$ cat config.mk
export PLATFORM = sky130hd
export DESIGN_NAME = sopc_sysid_ext
export DESIGN_NICKNAME = d
export VERILOG_FILES = /design/src/rtl/sopc_sysid_ext.sv
export SDC_FILE = /design/constraint.sdc
export NUM_CORES = 1
export LEC_CHECK = 0
export CORE_AREA = 3 3 110 123
export CTS_BUF_LIST = sky130_fd_sc_hd__clkbuf_16
export DETAILED_ROUTE_END_ITERATION = 8
export DIE_AREA = 0 0 113 126
export SKIP_CTS_REPAIR_TIMING = 1
export SYNTH_ARGS = -nofsm -noshare
export SYNTH_HDL_FRONTEND = slang
export SYNTH_SLANG_ARGS = --single-unit
$ cat constraint.sdc
create_clock -name clock -period 1.2 [get_ports clock]
set_input_delay 0.12 -clock clock [delete_from_list [all_inputs] [get_ports clock]]
set_output_delay 0.12 -clock clock [all_outputs]
set_load 0.03 [all_outputs]
$ cat src/rtl/sopc_sysid_ext.sv
// System ID peripheral: ID/timestamp/info/user words, scratch, uptime.
// Define SYSID_UPTIME_EN to build the 64-bit uptime counter and hi shadow.
module sopc_sysid_ext #(
  parameter logic [31:0] SYSTEM_ID = 32'h0000_0000,
  parameter logic [31:0] TIMESTAMP = 32'h0000_0000,
  parameter logic [15:0] VERSION   = 16'h0001,
  parameter int          NUM_USER  = 2,
  parameter int          ADDR_W    = 3
) (
  input  logic                clock,
  input  logic                reset_n,
  input  logic [ADDR_W-1:0]   address,
  input  logic                read,
  input  logic                write,
  input  logic [31:0]         writedata,
  input  logic [3:0]          byteenable,
  input  logic [((NUM_USER > 0) ? NUM_USER : 1)*32-1:0] user_id,
  output logic [31:0]         readdata,
  output logic                readdatavalid
);

  localparam logic [ADDR_W-1:0] A_SYSID = ADDR_W'(0);
  localparam logic [ADDR_W-1:0] A_TS    = ADDR_W'(1);
  localparam logic [ADDR_W-1:0] A_INFO  = ADDR_W'(2);
  localparam logic [ADDR_W-1:0] A_SCR   = ADDR_W'(3);
  localparam logic [ADDR_W-1:0] A_LO    = ADDR_W'(4);
  localparam logic [ADDR_W-1:0] A_HI    = ADDR_W'(5);

  if (6 + NUM_USER > (1 << ADDR_W)) begin : g_map_chk
    $error("sopc_sysid_ext: NUM_USER does not fit in address map");
  end

  logic [31:0] scratch;
  logic [31:0] uptime_lo;
  logic [31:0] uptime_hi;
  logic [31:0] rd_mux;
  logic        up_en;

`ifdef SYSID_UPTIME_EN
  logic [63:0] count;
  logic [31:0] hi_shadow;

  // A clear wins over the increment; the shadow tracks the pre-clear value.
  always_ff @(posedge clock) begin
    if (!reset_n) begin
      count     <= '0;
      hi_shadow <= '0;
    end else begin
      if (write && address == A_LO)
        count <= '0;
      else
        count <= count + 64'd1;
      if (read && address == A_LO)
        hi_shadow <= count[63:32];
    end
  end

  assign uptime_lo = count[31:0];
  assign uptime_hi = hi_shadow;
  assign up_en     = 1'b1;
`else
  assign uptime_lo = '0;
  assign uptime_hi = '0;
  assign up_en     = 1'b0;
`endif

  always_ff @(posedge clock) begin
    if (!reset_n) begin
      scratch <= '0;
    end else if (write && address == A_SCR) begin
      for (int b = 0; b < 4; b++)
        if (byteenable[b])
          scratch[8*b +: 8] <= writedata[8*b +: 8];
    end
  end

  always_comb begin
    rd_mux = '0;
    case (address)
      A_SYSID: rd_mux = SYSTEM_ID;
      A_TS:    rd_mux = TIMESTAMP;
      A_INFO:  rd_mux = {VERSION, 8'(NUM_USER), 7'd0, up_en};
      A_SCR:   rd_mux = scratch;
      A_LO:    rd_mux = uptime_lo;
      A_HI:    rd_mux = uptime_hi;
      default: rd_mux = '0;
    endcase
    for (int k = 0; k < NUM_USER; k++)
      if (address == ADDR_W'(6 + k))
        rd_mux = user_id[k*32 +: 32];
  end

  always_ff @(posedge clock) begin
    if (!reset_n) begin
      readdata      <= '0;
      readdatavalid <= 1'b0;
    end else begin
      readdatavalid <= read;
      if (read)
        readdata <= rd_mux;
    end
  end

endmodule

==> results of run 1 <==
==> layout by cell type (no fill, tap or decap), drive strengths merged <==
cell and instances:
a21oi 30, mux2i 34, nor2b 2, clkdlybuf4s50 101
a211oi 2, nand2 65, a22oi 30, and4b 1
buf 23, dfxtp 65, and2 6, nor3b 2
o21ai 30, and3b 1, clkinv 1, bufinv 2
dlymetal6s2s 29, o21a 2, clkbuf 9, inv 4
mux2 30
==> flip-flops by register name, indices dropped and copies added, names as in the netlist <==
register,flops
readdata,32
scratch,32
readdatavalid,1
==> worst min-delay path by stage <==
stage	to	slack [ns]
after floorplan	scratch[0]	0.26
after global placement	scratch[22]	0.44
after detailed placement	scratch[18]	0.45
after CTS	readdata[14]	0.22
after global routing	readdata[14]	0.25
final	readdata[14]	0.23
==> critical path, cell delays in order <==
cell,delay (ns)
clkdlybuf4s50_1,0.46
and4b_4,0.28
and2_4,0.24
mux2i_1,0.22
==> power by group through the flow <==
stage               logic [uW]  clock network [uW]  registers, uW
finish                    1060                2660           2280
global route              1140                2810           2290
CTS                       1080                2730           2280
detailed placement        1070                   0           2330
global placement          1060                   0           2330
floorplan                  339                   0           2440
==> cells by family (layout without fill, tap and decap cells) <==
group	Yosys count	count (layout)
simple gates	77	77
compound gates	94	94
mux	64	64
buf+inv	32	169
flops	65	65
==> per-stage QoR <==
| step | utilization (%) | TNS [ns] | area [um^2] |
|---|---|---|---|
| 2_1_floorplan | - | 0 | 3070 |
| 3_3_place_gp | 37.4 | -16.38 | 4670 |
| 3_5_place_dp | 37.4 | -18.61 | 4670 |
| 4_1_cts | 39.9 | -7.00 | 4970 |
| 5_1_grt | 40.6 | 0 | 5060 |
| 6_report | 40.6 | 0 | 5060 |
==> per-layer routing <==
metal / routed length (um) / GRT usage (%)
met5: 0 / 0
met4: 83 / 3.18
met3: 585 / 4.28
met1: 4040 / 15.8
met2: 4720 / 22.8
==> cell type report <==
| type | instances | area, um^2 |
|---|---|---|
| fill | 1283 | 7420 |
| timing repair buffer | 153 | 1670 |
| multi-input combinational | 235 | 1590 |
| sequential | 65 | 1300 |
| clock buffer | 9 | 225 |
| tap | 157 | 196 |
| clock inverter | 7 | 80.1 |
==> run summary, run 1 <==
sw power: 1370 uW
largest net degree at the start of global routing: 50
vias in the first global route: 2922
Post-synth EDFFs: 0
Clock Sinks: 65
setup violators final: 0
Internal: 4620 uW
Final Hold Slack: 0.228 ns
DRC: 0
PwrDens: 1180 nW/um^2
IO Port Bufs: 139
synth unique cells: 21
Hold Crit Class: input pin to flop
Yosys top cell area share: 42.4%
worst reg2reg path startpoint: scratch[9]
clock share of power: 44.4%
first-pass GRT wire length: 14.9 mm
WL per Instance: 15.1 um
Setup crit start: write
CP Capture Type: flop
async set-reset flop share out of synthesis: 0%
number of top-level pins: 140
Post-synth top cells: 65 x dfxtp_1, 65 x nand2_1, 34 x mux2i_1
predominant post-synthesis flop cell: dfxtp_1
Max Fclk: 924 MHz
height of the chip: 126 um
vias: 2846
worst slew pin tran: 0.362 ns
synthesized area: 3070 um^2
Synth Area in Adders: 0%
CP endpoint: scratch[3]
detailed placer's ending HPWL: 7.27 mm
Layout area overhead: 64.9%
clk_lat worst skew: 0.32 ns
Clock Path Buffers: 2
die width: 113 um
max_cap viols: 0
die area: 14200 um^2
Rel. slew slack: 75.8%
multiplexer area fraction after synthesis: 22.1%
FF-to-FF End: readdata[9]
Syn Area/Cell: 9.25 um^2
Net Count, Synth: 439
Diodes inserted: 0
Final #Nets: 571
All-Layer GR Usage: 13.2%
Initial DRC Count: 135
initial core utilization: 24.6%
DRT antenna net count: 0
combinational fraction of design power: 17.6%
CTS clk-pin slew, worst paths: 0.05 ns
Root Buffer: clkbuf_16
Reg power frac: 38.0%
Worst Skew: 0.00565 ns
total power: 5990 uW
total core area: 12500 um^2
CTS Buf Count: 9
top cells by area, synth: dfxtp_1 42%, mux2i_1 11%, mux2_1 9.2%, nand2_1 7.9%, a22oi_1 7.3%
final hold vios: 0
Critical Path RT: 1.44 ns
YS warnings: 0
final non-filler cell total: 626
CP Data Arrival Time: 1.33 ns
largest family of logic cells by synthesized area: multiplexers
dpl cells: 610
leak pwr: 0.00225 uW
GRT overflow: 0
final worst slack: 0.117 ns
RSZ-0062 raised after global routing: no
Final Cycle Share: 90.2%
Gate Count Post-Synth: 332
FF-to-FF path depth: 3
TritonRoute pass-1 iters: 4
Via-to-Cell Ratio: 4.55
worst setup path category: input pin to flop
post-synthesis compound-gate area fraction: 18.1%
Post-Synth XOR/XNOR Area: 0%
Hold Crit Depth: 3
status: finished, final reports clean
Final Slew Violations: 0
pre-CTS worst setup slack: -0.353 ns
WL final: 9.42 mm
initial antenna violation count: 0
post-synthesis sequential area ratio: 42.4%
Synth area leader: dfxtp_1
share of cells above drive strength 1: 10.2%
Final Wtd Congestion: 0.717
worst hold start: read
crit-path max FO: 8
Synth Register Bits: 65
post-synthesis simple-gate area fraction: 11.3%
r2r setup slk: 0.30 ns
fin crit period: 1.08 ns
CTS tree: built
IR drop worst, VDD: 662 uV
Setup crit start kind: input pin
Sw Ratio: 22.9%
H-Tree Depth: 3
std cell rows: 43
Power figures use the tool's default switching activity.
==> run 2, diff against run 1 <==
Settings changed: CORE_AREA 3 3 110 123 to 2 2 109 122, DIE_AREA 0 0 113 126 to 0 0 111 124, RECOVER_POWER from default to 50.
==> run 2 against run 1 <==
Highest routed layer unchanged. Wire length is essentially flat. Global-route usage grew 0.48 points. First-iteration DRC count grew 1.5%. Setup slack lost 0.023 ns. Count of clock-buffer cells in the layout is the same. Sequential share of layout area grew 0.63 points.
==> run summary, run 2 (synthesis results as in run 1) <==
status: finished, final reports clean
TritonRoute pass-1 iters: 4
leak pwr: 0.00220 uW
Final Slew Violations: 0
IO Port Bufs: 139
Initial DRC Count: 137
number of top-level pins: 140
Clock Path Buffers: 2
crit path buf inv count: 1
crit path cell chain: dlymetal6s2s_1
CTS clk-pin slew, worst paths: 0.05 ns
pre-CTS worst setup slack: -0.326 ns
Rel. slew slack: 74.9%
FF-to-FF End: readdata[16]
worst hold endpoint: readdata[12]
area of the multi-input gates: 1580 um^2
setup violators final: 0
WL final: 9.42 mm
PwrDens: 1150 nW/um^2
Crit path largest cell delay: 0.35 ns
final hold vios: 0
Root Buffer: clkbuf_16
max_cap viols: 0
# fillers: 1247
Layout area overhead: 60.9%
Diodes inserted: 0
Max Fclk: 904 MHz
worst setup path category: flop to output port
height of the chip: 124 um
fin crit period: 1.11 ns
Hold Crit Class: input pin to flop
CTS Buf Count: 9
vias: 2886
worst slew pin tran: 0.375 ns
vias in the first global route: 2916
GRT overflow: 0
worst reg2reg path startpoint: scratch[16]
std cell rows: 43
CP Capture Type: output port
WL per Instance: 15.0 um
initial antenna violation count: 0
RSZ-0062 raised after global routing: no
IR drop worst, VDD: 495 uV
CP Data Arrival Time: 0.99 ns
die width: 111 um
CTS tree: built
final core utilization: 39.8%
final worst slack: 0.0940 ns
Final #Nets: 571
r2r setup slk: 0.35 ns
FF-to-FF path depth: 3
Critical Path RT: 1.08 ns
Final Wtd Congestion: 0.715
Clock Sinks: 65
Hold Crit Depth: 3
first-pass GRT wire length: 14.8 mm
most frequent cells in the layout: 101 x clkdlybuf4s50_1, 65 x nand2_1, 65 x dfxtp_1
largest net degree at the start of global routing: 49
slowest stage cell, crit path: dfxtp_1
All-Layer GR Usage: 13.7%
die area: 13800 um^2
Final Cycle Share: 92.2%
register area: 1300 um^2
worst hold start: reset_n
detailed placer's ending HPWL: 6.99 mm
CP delay by family, top: flip-flops
share of cells above drive strength 1: 8.10%
Via-to-Cell Ratio: 4.61
critical path depth: 1
most common cell after layout, fill and taps aside: clkdlybuf4s50_1
Final Hold Slack: 0.136 ns
Top Registers: readdata: 32 flops, scratch: 32 flops, readdatavalid: 1 flops
crit-path max FO: 2
initial core utilization: 24.7%
Worst Skew: 0.00403 ns
DRC: 0
H-Tree Depth: 3
total core area: 12400 um^2
DRT antenna net count: 0
clk_lat worst skew: 0.32 ns
Setup crit start kind: flop
-- run 2: worst max-delay path by stage --
stage	end	slack [ns]	start
2_1_floorplan	readdata[12]	0.14	address[0]
3_3_place_gp	readdata[5]	-0.29	address[2]
3_5_place_dp	scratch[24]	-0.33	address[2]
4_1_cts	readdata[28]	-0.30	readdata[28]
5_1_grt	readdata[29]	0.03	address[0]
6_report	readdata[4]	0.09	readdata[4]
-- run 2: stage by stage --
step                total power (uW)  instance area [um^2]  instances  setup TNS [ns]
floorplan                       2780                  3070        332               0
detailed placement              3390                  4670        610          -17.87
global route                    5980                  4940        626               0
global placement                3370                  4670        610          -14.94
CTS                             5850                  4950        626           -7.38
finish                          5710                  4940        626               0
-- run 2: area by class of cell --
| type | count | share of cell area (%) |
|---|---|---|
| clock buffer | 9 | 4.56 |
| clock inverter | 7 | 1.09 |
| multi-input combinational | 235 | 32.0 |
| sequential | 65 | 26.3 |
| tap | 157 | 3.97 |
| timing repair buffer | 153 | 32.1 |
-- run 2: power breakdown --
group	switching, uW	internal [uW]
logic	450	565
clock network	852	1560
registers	38.2	2240
total	1340	4370
-- run 2: metal layers --
metal / wire, um / part of all wire, % / GRT usage [%] / vias to the layer above
li1: - / - / - / 1442
met1: 4060 / 43 / 15.8 / 1344
met2: 4610 / 49 / 23.7 / 92
met3: 668 / 7.1 / 5.01 / 8
met4: 73 / 0.78 / 4.22 / 0
met5: 0 / 0 / 0 / -
==> run 3, diff against run 2 <==
Settings changed: GPL_TIMING_DRIVEN from default to 0, PLACE_DENSITY from default to 0.53.
==> run 3 against run 2 <==
Count of clock-buffer cells in the layout is the same. Flip-flop and latch count unchanged. Design area shrank 1.5%. Via count rose by 1.7%.
==> run summary, run 3 (synthesis results as in run 1) <==
status: finished, final reports clean
FF-to-FF path depth: 3
DRC: 0
max_cap viols: 0
worst slew pin tran: 0.611 ns
Diodes inserted: 0
RSZ-0062 raised after global routing: no
total core area: 12400 um^2
Final #Nets: 586
CTS clk-pin slew, worst paths: 0.06 ns
CTS Buf Count: 9
die area: 13800 um^2
CTS tree: built
number of top-level pins: 140
Clock Sinks: 65
clk_lat worst skew: 0.33 ns
initial antenna violation count: 0
Top Registers: readdata: 32 flops, scratch: 32 flops, readdatavalid: 1 flops
dpl cells: 625
initial core utilization: 24.7%
share of cells above drive strength 1: 9.30%
TritonRoute pass-1 iters: 4
H-Tree Depth: 3
PwrDens: 1200 nW/um^2
final hold vios: 0
IR drop worst, VDD: 527 uV
std cell rows: 43
vias in the first global route: 3094
Clock Path Buffers: 2
IO Port Bufs: 136
die width: 111 um
Hold Crit Depth: 4
final non-filler cell total: 641
most frequent cells in the layout: 101 x clkdlybuf4s50_1, 65 x nand2_1, 65 x dfxtp_1
area of the multi-input gates: 1580 um^2
Initial DRC Count: 125
largest net degree at the start of global routing: 13
Root Buffer: clkbuf_16
Max Fclk: 871 MHz
Layout area overhead: 58.5%
All-Layer GR Usage: 15.6%
Rel. slew slack: 59.2%
Final Slew Violations: 0
GRT overflow: 0
most common cell after layout, fill and taps aside: clkdlybuf4s50_1
Final Cycle Share: 95.6%
# fillers: 1283
WL final: 10.6 mm
detailed placer's ending HPWL: 7.90 mm
first-pass GRT wire length: 16.5 mm
vias: 2935
Final Wtd Congestion: 0.762
leak pwr: 0.00200 uW
Via-to-Cell Ratio: 4.58
Hold Crit Class: input pin to flop
crit-path max FO: 8
Setup crit start kind: input pin
DRT antenna net count: 0
register area: 1300 um^2
total power: 5860 uW
Worst Skew: 0.00426 ns
height of the chip: 124 um
WL per Instance: 16.5 um
CP Data Arrival Time: 1.39 ns
worst setup path category: input pin to flop
CP Capture Type: flop
fin crit period: 1.15 ns
setup violators final: 0
Critical Path RT: 1.44 ns
==> run 3: cell count changes in the layout (fill, tap and decap cells not counted), sizes merged <==
| cell | before | now |
|---|---|---|
| clkbuf | 15 | 44 |
| dlymetal6s2s | 30 | 18 |
| buf | 16 | 14 |
| clkinvlp | 0 | 2 |
| inv | 2 | 0 |
==> run 3: critical path: stages <==
cell             delay (ns)
clkdlybuf4s50_1        0.46
and4b_4                0.27
and2_4                 0.15
buf_6                  0.15
mux2i_2                0.23
==> run 3: worst paths after layout <==
check	start	slack (ns)	end
setup / recovery	write	0.05	scratch[5]
hold / removal	reset_n	0.28	scratch[0]
setup reg to reg	scratch[9]	0.28	readdata[9]
hold reg to reg	scratch[25]	0.46	scratch[25]
==> run 3: power by group <==
group          total [uW]  internal (uW)  switching (uW)
Combinational         999            526             473
Clock                2580           1600             980
Sequential           2270           2240            36.9
==> run 3: through the flow <==
stage                     utilization [%]  worst slack [ns]  hold WS [ns]  area, um^2  TNS, ns
final                                39.2            0.0523         0.280        4870        0
after CTS                            39.6            -0.299         0.276        4930   -15.84
after floorplan                         -             0.138         0.262        3070        0
after detailed placement             37.2            -0.539         0.449        4630   -29.03
after global routing                 39.2            0.0171         0.318        4870        0
after global placement               37.2            -0.476         0.444        4630   -27.80
==> run 3: final cells by class <==
type	instances	area share, %
well taps	157	4.03
clock buffers	9	4.62
repair buffers	136	26.7
multi-input cells	235	32.5
clock inverters	7	1.46
flip-flops and latches	65	26.7
plain buffers	32	3.93
==> run 3: layer usage <==
metal / GRT usage, % / up-vias / part of all wire [%]
met5: 0 / - / 0
met4: 5.47 / 0 / 1.5
met3: 4.38 / 12 / 5.9
met2: 26.9 / 98 / 49
met1: 18.8 / 1357 / 44
li1: - / 1468 / -
==> RTL change (settings of run 1) <==
`NUM_USER`: 2 -> 1.
--- a/src/rtl/sopc_sysid_ext.sv
+++ b/src/rtl/sopc_sysid_ext.sv
@@ -6,3 +6,3 @@
   parameter logic [15:0] VERSION   = 16'h0001,
-  parameter int          NUM_USER  = 2,
+  parameter int          NUM_USER  = 1,
   parameter int          ADDR_W    = 3
Interface: changed (resized user_id); port bits go from 140 to 108. No check against the original RTL was run, so the function may have changed too.
==> RTL change against run 1 <==
- wire length down 15%
- highest routed layer unchanged
- critical path type is now flop to output pin
- global-route usage shrank 1.8 points
- first-iteration DRC count down 18%
- power is 8.0% lower
- final area is 15% lower
- die area is the same
- setup slack worse by 0.0014 ns
- largest power group unchanged
- sequential share of layout area up 4.5 points
- critical path depth down 3
- clock power shrank 7%
- synthesized area is 13% lower
- sequential cell count is the same
- combinational power down 27%
==> RTL change: results (changes against run 1) <==
* Post-synth EDFFs at 0 (unchanged)
* Sequential share of the synthesized area at 48.5% (+6.2 points)
* Hpwl dp at 5890 um (-19%)
* CP max stage delay at 0.34 ns (-0.12 ns)
* LEAKAGE at 1.99 nW (-11%)
* IO Port Bufs at 107 (-23%)
* Mean Syn Cell Area at 9.00 sq um (-2.7%)
* Critical Path End: readdata[5]
* Yosys warns at 0 (unchanged)
* Vias at 2488 (-13%)
* First-pass GRT wire length at 12700 um (-15%)
* Peak VDD IR at 647 uV (-2.2%)
* Layout cell share with drive strength beyond 1 at 7.69% (-2.5 points)
* Final period utilization at 90.3% (+0.12 points)
* Reg2reg start: scratch[16]
* Clock Skews at 0.00612 ns (+0.000479 ns)
* Post-synthesis mux area share at 11.9% (-10 points)
* Drt pass-1 iters at 4 (unchanged)
* Fillers at 1292 (+0.70%)
* Worst slew pin tran at 0.343 ns (-0.0190 ns)
* Largest family of logic cells by synthesized area: compound AO/OA/AOI/OAI gates
* Cell family with most CP delay: flip-flops
* H-Tree Depth at 3 (unchanged)
* Placer Congestion at 0.741 (+3.4%)
* Place WS at -0.343 ns (+0.00973 ns)
* Synthesized Nets at 373 (-15%)
* Final std cells w/o fill at 560 (-11%)
* R2R Path End: readdata[16]
* Initial drt markers at 111 (-18%)
* Hold Path Class: input pin to flop
* Root buffer cell: clkbuf_16
* Final instance area at 4310 sq um (-15%)
* GRT Util Overall at 11.4% (-1.8 points)
* Placed Cells at 545 (-11%)
* WL final at 8040 um (-15%)
* Fraction of the mapped netlist area in adder cells at 0% (unchanged)
* Worst Setup SP: readdata[5]
* Synth unique cells at 19 (-9.5%)
* Slowest cell on the critical path: dfxtp_1
* Compound-gate portion of the synthesized area at 20.8% (+2.7 points)
* Largest registers: readdata: 32 flops, scratch: 32 flops, readdatavalid: 1 flops
* Top post-synthesis cells by area: dfxtp_1, mux2i_1, nand2_1
* Arrival time worst endpoint at 0.96 ns (-0.37 ns)
* Placed Area at 3950 sq um (-15%)
* Largest net degree at the start of global routing at 54 (+8.0%)
* R2r setup slk at 0.34 ns (+0.04 ns)
* Final net count at 474 (-17%)
* Commonest cells in the netlist: dfxtp_1, nand2_1, mux2i_1
* Crit Path Max Fanout at 2 (-6)
* Outcome: finished, final reports clean
-- RTL change: changes by cell type in the layout (fill, tap and decap cells not counted), sizes merged, moves of 4 or more --
cell           delta
dlymetal6s2s      +5
mux2             -30
buf               -8
clkdlybuf4s50    -32
clkinv            +4
-- RTL change: logic make-up (layout without fill, tap and decap cells) --
logic type	after synthesis	after routing
simple gates	77	77
compound gates	94	94
flops	65	65
mux	32	32
buf+inv	30	135
-- RTL change: layout make-up --
cell class / instances / share of cell area [%]
Clock buffer: 9 / 5.22
Clock inverter: 6 / 1.16
Inverter: 2 / 0.174
Multi-Input combinational cell: 203 / 28.3
Sequential cell: 65 / 30.2
Tap cell: 157 / 4.56
Timing Repair Buffer: 118 / 30.4
-- RTL change: worst min path at each step --
stage / start / to / slack (ns) / depth (start not counted)
floorplan: writedata[0] / scratch[0] / 0.26 / 2
global placement: scratch[30] / scratch[30] / 0.44 / 2
detailed placement: scratch[7] / scratch[7] / 0.45 / 2
CTS: read / readdata[9] / 0.25 / 3
global route: read / readdata[11] / 0.27 / 3
finish: read / readdata[9] / 0.25 / 3
-- RTL change: power breakdown --
part / internal [mW] / leakage [nW] / switching (mW)
registers: 2.23 / 0.530 / 0.0352
logic: 0.415 / 1.33 / 0.364
clock network: 1.56 / 0.135 / 0.904
-- RTL change: per-layer routing --
layer	vias up	GRT usage, %	share of wire [%]
li1	1242	-	-
met1	1143	14.1	45
met2	94	18.2	47
met3	9	4.13	7.5
met4	0	4.03	1.0
met5	-	0	0
